`config.mk`:
```
export PLATFORM = sky130hd
export DESIGN_NAME = zbt_point_pattern_writer
export DESIGN_NICKNAME = d
export VERILOG_FILES = /design/src/rtl/zbt_point_pattern_writer_pkg.sv /design/src/rtl/zbt_point_pattern_writer_axis_index_counter.sv /design/src/rtl/zbt_point_pattern_writer.sv
export SDC_FILE = /design/constraint.sdc
export NUM_CORES = 1
export LEC_CHECK = 0
export CAP_MARGIN = 0
export CORE_UTILIZATION = 55
export DETAILED_ROUTE_END_ITERATION = 6
export PLACE_DENSITY = 0.93
export SLEW_MARGIN = 30
export SYNTH_ARGS = -nofsm -noshare
export SYNTH_HDL_FRONTEND = slang
export SYNTH_SLANG_ARGS = --single-unit
```
`constraint.sdc`:
```
create_clock -name clk -period 8.9 [get_ports clk]
set_input_delay 1.78 -clock clk [delete_from_list [all_inputs] [get_ports clk]]
set_output_delay 1.78 -clock clk [all_outputs]
set_load 0.02 [all_outputs]
```
`src/rtl/zbt_point_pattern_writer_pkg.sv`:
```
// Shared definitions for the ZBT point-pattern writer.
// Contents: FSM state type, marker count, the marker sign table and a small index-width helper.
package zbt_point_pattern_writer_pkg;

  typedef enum logic [1:0] {
    StIdle,
    StGrid,
    StMark,
    StFin
  } state_e;

  localparam int unsigned NumMarkers = 4;

  // Marker k uses a negative y when MarkYNeg[k] is set and a negative z when MarkZNeg[k] is set.
  // This gives the order (+,+), (-,+), (+,-), (-,-).
  localparam logic [3:0] MarkYNeg = 4'b1010;
  localparam logic [3:0] MarkZNeg = 4'b1100;

  // Width of an index counting 0..n-1. It is never zero, so a 1-point grid still elaborates.
  function automatic int unsigned idx_width(int unsigned n);
    return (n > 1) ? $clog2(n) : 1;
  endfunction

endpackage

```
`src/rtl/zbt_point_pattern_writer_axis_index_counter.sv`:
```
// Three-axis nested lattice index counter.
// z counts innermost, then y, then x. Each axis runs 0..GRID_N-1.
// Ports:
//   clk           system clock
//   reset         synchronous active-high reset; clears all indices
//   clear         synchronous clear back to index (0,0,0)
//   advance       step to the next lattice point
//   x_nxt/y_nxt/z_nxt  indices the counter moves to on advance (combinational)
//   last          current point is the final one (all indices at GRID_N-1)
module zbt_point_pattern_writer_axis_index_counter
  import zbt_point_pattern_writer_pkg::*;
#(
  parameter int unsigned GRID_N = 3,
  parameter int unsigned IDX_W  = idx_width(GRID_N)
) (
  input  logic             clk,
  input  logic             reset,
  input  logic             clear,
  input  logic             advance,
  output logic [IDX_W-1:0] x_nxt,
  output logic [IDX_W-1:0] y_nxt,
  output logic [IDX_W-1:0] z_nxt,
  output logic             last
);

  localparam logic [IDX_W-1:0] IdxMax = IDX_W'(GRID_N - 1);

  logic [IDX_W-1:0] x_q, y_q, z_q;

  always_comb begin
    x_nxt = x_q;
    y_nxt = y_q;
    z_nxt = z_q;
    if (z_q != IdxMax) begin
      z_nxt = z_q + IDX_W'(1);
    end else begin
      z_nxt = '0;
      if (y_q != IdxMax) begin
        y_nxt = y_q + IDX_W'(1);
      end else begin
        y_nxt = '0;
        x_nxt = (x_q != IdxMax) ? x_q + IDX_W'(1) : '0;
      end
    end
  end

  assign last = (x_q == IdxMax) && (y_q == IdxMax) && (z_q == IdxMax);

  always_ff @(posedge clk) begin
    if (reset || clear) begin
      x_q <= '0;
      y_q <= '0;
      z_q <= '0;
    end else if (advance) begin
      x_q <= x_nxt;
      y_q <= y_nxt;
      z_q <= z_nxt;
    end
  end

endmodule

```
`src/rtl/zbt_point_pattern_writer.sv`:
```
// Synthetic point-cloud writer for ZBT SRAM bring-up.
// Writes a centred GRID_N^3 lattice. With mode=1 it then writes 4 orientation markers.
// Each point is one word {pad, x, y, z}, written through a wr_en/wr_ready handshake.
// Ports:
//   clk, reset   system clock; synchronous active-high reset
//   start        begin a run (sampled only while idle)
//   mode         0 = lattice only, 1 = lattice + 4 markers
//   base_addr    address of the first word
//   max_count    cap on words written in a run (0 = write nothing)
//   wr_ready     write port accepts the presented word this cycle
//   wr_en        word valid on wr_addr/wr_data; held stable until accepted
//   wr_addr      ZBT word address; wraps modulo 2^ADDR_W
//   wr_data      packed point, x in the MSBs, zero-padded above
//   busy         run in progress
//   done         one-cycle pulse at the end of a run
//   count        words accepted in the current/last run
module zbt_point_pattern_writer
  import zbt_point_pattern_writer_pkg::*;
#(
  parameter int unsigned COORD_W = 10,
  parameter int unsigned WORD_W  = 36,
  parameter int unsigned ADDR_W  = 19,
  parameter int unsigned GRID_N  = 3,
  parameter int unsigned STEP    = 100
) (
  input  logic              clk,
  input  logic              reset,
  input  logic              start,
  input  logic              mode,
  input  logic [ADDR_W-1:0] base_addr,
  input  logic [ADDR_W-1:0] max_count,
  input  logic              wr_ready,
  output logic              wr_en,
  output logic [ADDR_W-1:0] wr_addr,
  output logic [WORD_W-1:0] wr_data,
  output logic              busy,
  output logic              done,
  output logic [ADDR_W-1:0] count
);

  localparam int unsigned IDX_W = idx_width(GRID_N);
  localparam int unsigned CW2   = COORD_W + 2;
  localparam int          Half  = (int'(GRID_N) - 1) / 2;

  // Marker coordinates, formed at CW2 bits and then truncated like the lattice coordinates.
  localparam logic signed [CW2-1:0] MarkXW   = CW2'((int'(GRID_N) - 1 - Half + 2) * int'(STEP));
  localparam logic signed [CW2-1:0] MarkPosW = CW2'(Half * int'(STEP));
  localparam logic signed [CW2-1:0] MarkNegW = -MarkPosW;
  localparam logic [COORD_W-1:0]    MarkX    = MarkXW[COORD_W-1:0];
  localparam logic [COORD_W-1:0]    MarkPos  = MarkPosW[COORD_W-1:0];
  localparam logic [COORD_W-1:0]    MarkNeg  = MarkNegW[COORD_W-1:0];

  function automatic logic [WORD_W-1:0] pack_point(logic [COORD_W-1:0] x, logic [COORD_W-1:0] y,
                                                   logic [COORD_W-1:0] z);
    return WORD_W'({x, y, z});
  endfunction

  // Index i maps to (i - Half) * STEP. The product is computed at CW2 bits, then truncated.
  function automatic logic [COORD_W-1:0] idx_to_coord(logic [IDX_W-1:0] idx);
    logic signed [CW2-1:0] t;
    t = signed'(CW2'(idx)) - signed'(CW2'(Half));
    t = t * signed'(CW2'(STEP));
    return t[COORD_W-1:0];
  endfunction

  function automatic logic [WORD_W-1:0] mark_word(logic [1:0] k);
    logic [COORD_W-1:0] y, z;
    y = MarkYNeg[k] ? MarkNeg : MarkPos;
    z = MarkZNeg[k] ? MarkNeg : MarkPos;
    return pack_point(MarkX, y, z);
  endfunction

  state_e            state_q;
  logic              mode_q;
  logic [ADDR_W-1:0] max_q;
  logic [1:0]        mark_q;

  logic              accept;
  logic [ADDR_W-1:0] count_inc;
  logic              cap_hit;
  logic              grid_clear;
  logic              grid_advance;
  logic              grid_last;
  logic [IDX_W-1:0]  x_nxt, y_nxt, z_nxt;

  assign accept       = wr_en && wr_ready;
  assign count_inc    = count + ADDR_W'(1);
  assign cap_hit      = (count_inc == max_q);
  assign grid_clear   = (state_q == StIdle) && start;
  assign grid_advance = (state_q == StGrid) && accept;

  zbt_point_pattern_writer_axis_index_counter #(
    .GRID_N(GRID_N),
    .IDX_W (IDX_W)
  ) u_axis_index_counter (
    .clk    (clk),
    .reset  (reset),
    .clear  (grid_clear),
    .advance(grid_advance),
    .x_nxt  (x_nxt),
    .y_nxt  (y_nxt),
    .z_nxt  (z_nxt),
    .last   (grid_last)
  );

  always_ff @(posedge clk) begin
    if (reset) begin
      state_q <= StIdle;
      mode_q  <= 1'b0;
      max_q   <= '0;
      mark_q  <= '0;
      wr_en   <= 1'b0;
      wr_addr <= '0;
      wr_data <= '0;
      busy    <= 1'b0;
      done    <= 1'b0;
      count   <= '0;
    end else begin
      done <= 1'b0;
      unique case (state_q)
        StIdle: begin
          if (start) begin
            mode_q  <= mode;
            max_q   <= max_count;
            mark_q  <= '0;
            count   <= '0;
            wr_addr <= base_addr;
            if (max_count == '0) begin
              state_q <= StFin;
            end else begin
              state_q <= StGrid;
              wr_en   <= 1'b1;
              busy    <= 1'b1;
              wr_data <= pack_point(idx_to_coord('0), idx_to_coord('0), idx_to_coord('0));
            end
          end
        end
        StGrid: begin
          if (accept) begin
            count   <= count_inc;
            wr_addr <= wr_addr + ADDR_W'(1);
            if (cap_hit || (grid_last && !mode_q)) begin
              state_q <= StFin;
              wr_en   <= 1'b0;
              busy    <= 1'b0;
            end else if (grid_last) begin
              state_q <= StMark;
              mark_q  <= '0;
              wr_data <= mark_word(2'd0);
            end else begin
              wr_data <= pack_point(idx_to_coord(x_nxt), idx_to_coord(y_nxt), idx_to_coord(z_nxt));
            end
          end
        end
        StMark: begin
          if (accept) begin
            count   <= count_inc;
            wr_addr <= wr_addr + ADDR_W'(1);
            if (cap_hit || (mark_q == 2'(NumMarkers - 1))) begin
              state_q <= StFin;
              wr_en   <= 1'b0;
              busy    <= 1'b0;
            end else begin
              mark_q  <= mark_q + 2'd1;
              wr_data <= mark_word(mark_q + 2'd1);
            end
          end
        end
        StFin: begin
          // start is deliberately not looked at here.
          done    <= 1'b1;
          state_q <= StIdle;
        end
        default: state_q <= StIdle;
      endcase
    end
  end

endmodule

```
==> results of run 1 <==
flip-flops by register name (all words and copies together) (netlist names):
| register | cells |
|---|---|
| state_q | 2 |
| busy | 1 |
| mark_q | 2 |
| wr_data | 17 |
| count | 19 |
| max_q | 19 |
| done | 1 |
| u_axis_index_counter.z_q | 2 |
| u_axis_index_counter.x_q | 2 |
| u_axis_index_counter.y_q | 2 |
| mode_q | 1 |
| wr_addr | 19 |
area by class of cell:
class	instances	area, um2	share of cell area, %
Clock inverter	5	63.8	0.976
Timing Repair Buffer	112	1100	16.8
Sequential cell	87	1740	26.6
Clock buffer	11	151	2.32
Multi-Input combinational cell	548	3270	50.0
Inverter	13	48.8	0.747
Tap cell	129	161	2.47
worst min-delay path, delay by kind of cell, from the launching register on:
family | cells | cell delay, ns
compound gates | 1 | 0.05
flops | 1 | 0.32
simple gates | 1 | 0.05
cell usage after synthesis (4+ instances only):
cell | instances | area, um2
a211oi_2 | 11 | 138
inv_1 | 13 | 48.8
nor2b_1 | 4 | 25.0
nand4_1 | 14 | 87.6
a211oi_1 | 19 | 143
xnor2_1 | 17 | 149
ha_1 | 16 | 200
nand2_1 | 108 | 405
a21oi_1 | 77 | 385
nor3_1 | 22 | 110
clkbuf_1 | 33 | 124
buf_2 | 8 | 40.0
a22oi_1 | 8 | 60.1
nor4_1 | 7 | 43.8
and2_1 | 4 | 25.0
dfxtp_1 | 87 | 1740
o22ai_1 | 7 | 43.8
and3_1 | 9 | 56.3
nand3_1 | 16 | 80.1
xor2_1 | 8 | 70.1
or4_1 | 8 | 60.1
o21ai_0 | 24 | 120
o31ai_1 | 9 | 67.6
buf_4 | 22 | 165
a31oi_1 | 15 | 93.8
a22o_1 | 5 | 43.8
nand2b_1 | 6 | 37.5
nor2_1 | 70 | 263
routing by layer:
metal / global-route usage (%) / vias up / share of wire (%)
met4: 10.9 / 0 / 2.1
li1: - / 2638 / -
met2: 52.0 / 280 / 49
met5: 0 / - / 0
met3: 4.44 / 36 / 6.8
met1: 36.2 / 2573 / 42
power by group:
part	leakage (nW)	switching, mW	total [mW]	internal, mW
sequential	0.711	0.0850	0.562	0.477
combinational	1.50	0.698	1.13	0.432
clock	0.107	0.151	0.299	0.148
total	2.32	0.935	1.99	1.06
logic make-up after synthesis:
kind of cell    after synthesis  synth area share (%)
fa+ha+maj                    16                  3.74
other cells                   1                0.0700
simple gates                293                  26.8
compound gates              198                  24.6
flops                        87                  32.5
buf+inv                      79                  7.40
xor+xnor                     25                  4.09
mux                           4                 0.817
path summary, 6_finish.rpt:
path / slack, ns / end / cells after the start
max reg2reg: 5.15 / wr_data[26] / 8
max: 4.93 / count[6] / 9
min: 0.47 / mode_q / 2
min reg2reg: 0.47 / mode_q / 2
==> summary.md, run 1 <==
| Metric | Value |
|---|---|
| Largest net degree at the start of global routing | 83 |
| Antenna violations before repair | 0 |
| Per-cell routed wire length | about 16 um |
| Number of global-route vias before repair | ~5200 |
| Critical path capture point type | register |
| Setup CP Type | in -> reg |
| RSZ-0062 raised after global routing | no |
| Crit path max fanout | 54 |
| Die width | slightly above 100 um |
| Total power | approximately 2 mW |
| Antenna diode count | 0 |
| Core area | 0.00933 mm2 |
| Post-CTS Setup Repair Bufs | 0 |
| Hold Slack | roughly 0.47 ns |
| Routability cong. | around 0.95 |
| Vias post-DR | ~5500 |
| Unique masters post-synth | 68 |
| Setup WS post-layout | 4.93 ns |
| Max frequency | ~250 MHz |
| Data required, critical path | 9.19 ns |
| Gr usage total | between 20 and 30% |
| Dpl cells | just under 900 |
| Slew at the pin closest to its max-slew limit | 0.909 ns |
| Fill cells | between 700 and 800 |
| Total negative slack | 0 ns |
| TritonCTS buffer count | 9 |
| Pleak | around 2.3 nW |
| Hold Path Class | reg -> reg |
| Hold Buf Count CTS | 0 |
| Overall die area | approximately 0.010 mm2 |
| FP Rows | 35 |
| Synthesized area per cell | between 7 and 8 um2 |
| Vias/cell | roughly 6 |
| Final instance area | roughly 0.0065 mm2 |
| Pre-CTS setup slack | 4.62 ns |
| Max-cap violation count | 0 |
| Worst vdd ir | between 0.00015 and 0.0002 V |
| H-Tree Depth | 3 |
| Clk_lat worst skew | 0.36 ns |
| Yosys warns | 0 |
| Largest stage delay, worst path | between 0.5 and 0.6 ns |
| Clock Path Buffers | 2 |
| Layout Cells excl Fill | 905 |
| Asr flop ratio synth | 0% |
| Final core occ | 70.1% |
| Crit path time final | slightly below 4 ns |
| Layout Nets | between 800 and 900 |
| Synth-to-layout area growth | 22.0% |
| Synthesized flop and latch total | slightly below 90 |
| Rel. slew slack | 39.4% |
| CP cell instances | clkdlybuf4s50_1 > and2_1 > mux2_2 > and2_1 > buf_4 > nand2_1 > nor3_1 > a21oi_1 > nor2_1 |
| Gr ovfl total | 0 |
| Delay-heaviest family, CP | simple AND/OR/NAND/NOR gates |
| Area of the mapped netlist | 0.00536 mm2 |
| Crit path launch | wr_ready |
| Type of origin of the critical path | primary input |
| Commonest non-fill, non-tap cell in the layout | nand2_1 |
| Die H | 101 um |
| # IOs | 120 |
| CP bufs+invs | 2 |
| Initial Util | a little under three fifths |
| R2R Path Start | count[0] |
| DR pass1 iterations | 5 |
| Final setup viols | 0 |
| Status | complete, no violations |
| First-pass GRT wire length | approximately 24000 um |
| Slowest cell on crit path | nand2_1 |
| Critical Path AT | between 4 and 5 ns |
| Number of flops mapped to enable cells by yosys | 0 |
| Most frequent cells in the layout | 108 x nand2_1, 106 x clkdlybuf4s50_1, 87 x dfxtp_1, 77 x a21oi_1, 70 x nor2_1 |
| Initial DRC Count | between 300 and 400 |
| Post-route ant nets | 0 |
| PostCTS Resize Cnt | 0 |
| Layout cells sized above 1 | roughly 6.7% |
| CTS sink cnt | 87 |
| Most numerous cell on the critical path | and2_1 |
| Seq/Total Area, Yosys | 32.5% |
| # port buffers | between 100 and 150 |
| Dpl hpwl | between 10000 and 15000 um |
| CTS tree | built |
| Power Dens Cells | 305 mW/mm2 |
| Ys flop type | dfxtp_1 |
| Hold Vio Cnt, Final | 0 |
| Max Clock Skew | around 0.011 ns |
| Final Max Slew Viols | 0 |
| DRC viols | 0 |
| Root Buffer | clkbuf_8 |
| Post-DP Area | about 0.0063 mm2 |
| Hold Startpoint | mode_q |
| Period utilization | roughly 45% |
| Routed WL | roughly 14000 um |
| Syn Inst Count | about 700 |
| Clock-pin slew on the worst setup and hold paths | ~0.09 ns |
Note: power is estimated with default switching activity, not from simulation.
==> run 2: changes to the inputs <==
- CORE_UTILIZATION: 55 -> 46
- PLACE_DENSITY: 0.93 -> 0.84
- clock period: 8.9 -> 3.6 ns (I/O delays scaled with it)
==> summary.md, run 2 (synthesized netlist as in run 1, its figures left out) <==
| Metric | Value |
|---|---|
| CTS sink cnt | 87 (unchanged) |
| CP bufs+invs | 0 (-2) |
| Total negative slack | 0 ns (unchanged) |
| FP Rows | 39 (+11%) |
| Post-DP Area | 0.00647 mm2 (+2.4%) |
| Layout cells sized above 1 | 8.34% (+1.6 points) |
| Routed WL | 14200 um (-1.5%) |
| Hold Slack | 0.464 ns (-0.00935 ns) |
| Post-route ant nets | 0 (unchanged) |
| Crit path time final | about 3.3 ns |
| Per-cell routed wire length | 15.2 um (-4.6%) |
| Largest stage delay, worst path | 0.62 ns (+0.10 ns) |
| RSZ-0062 raised after global routing | no |
| CP cell instances | ha_1 > nand3_4 > or4_1 > xnor2_1 > or4_1 > a2111o_1 > a31oi_1 > a211oi_2 |
| Critical path capture point type | register |
| Number of global-route vias before repair | 4885 (-6.6%) |
| Dpl hpwl | 10300 um (+1.7%) |
| Initial Util | 47.1% (-10 points) |
| Max Clock Skew | 0.00785 ns (-0.00275 ns) |
| Gr ovfl total | 0 (unchanged) |
| # IOs | 120 (unchanged) |
| Type of origin of the critical path | register |
| First-pass GRT wire length | 23300 um (-3.3%) |
| Final setup viols | 0 (unchanged) |
| Worst vdd ir | 0.000494 V (+170%) |
| Routability cong. | 0.905 (-4.6%) |
| Status | complete, no violations |
| Rel. slew slack | 38.2% (-1.2 points) |
| Slew at the pin closest to its max-slew limit | 0.927 ns (+0.0172 ns) |
| Pre-CTS setup slack | 0.322 ns (-4.30 ns) |
| Vias/cell | 5.73 (-6.1%) |
| Layout Nets | 847 (+2.0%) |
| Setup WS post-layout | 0.291 ns (-4.64 ns) |
| Data required, critical path | 3.78 ns (-5.41 ns) |
| CTS tree | built |
| Core area | 0.0114 mm2 (+22%) |
| Gr usage total | 24.6% (-4.8 points) |
| Largest regs | count (19), max_q (19), wr_addr (19) |
| Antenna diode count | 0 (unchanged) |
| PostCTS Resize Cnt | 0 (unchanged) |
| Crit path max fanout | 15 (-72%) |
| Most frequent cells in the layout | 108 x nand2_1, 106 x clkdlybuf4s50_1, 87 x dfxtp_1, 77 x a21oi_1, 70 x nor2_1 |
| Final instance area | 0.00673 mm2 (+3.0%) |
| Clk_lat worst skew | 0.33 ns (-0.03 ns) |
| Die H | 110 um (+9.2%) |
| Fill cells | 1059 (+35%) |
| Hold Vio Cnt, Final | 0 (unchanged) |
| DRC viols | 0 (unchanged) |
| Hold Path Class | reg -> reg |
| Vias post-DR | 5356 (-3.1%) |
| Commonest non-fill, non-tap cell in the layout | nand2_1 |
| Hold Buf Count CTS | 0 (unchanged) |
| Max-cap violation count | 0 (unchanged) |
| TritonCTS buffer count | 9 (unchanged) |
| Slowest cell on crit path | or4_1 |
| Critical Path AT | 3.49 ns (-0.78 ns) |
| Root Buffer | clkbuf_16 |
| Overall die area | 0.0121 mm2 (+19%) |
| DR pass1 iterations | 6 (+1) |
| Initial DRC Count | 328 (-2.7%) |
| Max frequency | slightly above 300 MHz |
| H-Tree Depth | 3 (unchanged) |
| Largest net degree at the start of global routing | 54 (-35%) |
| # port buffers | 107 (unchanged) |
| Delay-heaviest family, CP | simple AND/OR/NAND/NOR gates |
| Clock Path Buffers | 2 (unchanged) |
| Pleak | 2.43 nW (+4.7%) |
| Period utilization | about 92% |
| Clock-pin slew on the worst setup and hold paths | 0.06 ns (-0.03 ns) |
| Post-CTS Setup Repair Bufs | 0 (unchanged) |
| Power Dens Cells | 754 mW/mm2 (+150%) |
| Total power | 5.07 mW (+150%) |
| Register-to-Register Setup Slack | 0.29 ns (-4.86 ns) |
| Antenna violations before repair | 0 (unchanged) |
| Die width | 110 um (+9.2%) |
| Most numerous cell on the critical path | or4_1 |
| Synth-to-layout area growth | 25.6% |
| Setup CP Type | reg -> reg |
| Final Max Slew Viols | 0 (unchanged) |
-- run 2: metrics by stage --
stage	std cells	util, %
final	934	59.2
after CTS	934	59.2
after global placement	919	56.8
after global routing	934	59.2
after floorplan	714	-
after detailed placement	920	56.9
-- run 2: cell type report --
class	instances	area [um2]	share of cell area (%)
Tap cell	143	179	2.66
Timing Repair Buffer	129	1230	18.3
Sequential cell	87	1740	25.9
Inverter	13	48.8	0.725
Clock buffer	11	243	3.61
Clock inverter	3	21.3	0.316
Multi-Input combinational cell	548	3270	48.6
-- run 2: worst paths after layout --
kind	start	endpoint	cells after the start
worst max-delay path	count[0]	wr_data[9]	8
worst min-delay path	mode_q	mode_q	2
worst max register to register	count[0]	wr_data[9]	8
worst min register to register	mode_q	mode_q	2
-- run 2: metal layers --
metal | wire length [um] | up-vias | GRT usage [%]
met5 | 0 | - | 0
met1 | 6200 | 2482 | 31.7
met4 | 283 | 0 | 10.5
met3 | 762 | 25 | 4.86
li1 | - | 2665 | -
met2 | 6960 | 184 | 39.9
-- run 2: tightest hold or removal path: stages (launching register included) --
cell     delay [ns]
dfxtp_1        0.31
nand2_1        0.05
a21oi_1        0.05
-- run 2: where the power goes --
part	internal, mW	total [mW]	switching (mW)
Sequential	1.18	1.38	0.200
Combinational	1.10	2.84	1.74
Clock	0.479	0.847	0.368
Total	2.77	5.07	2.31
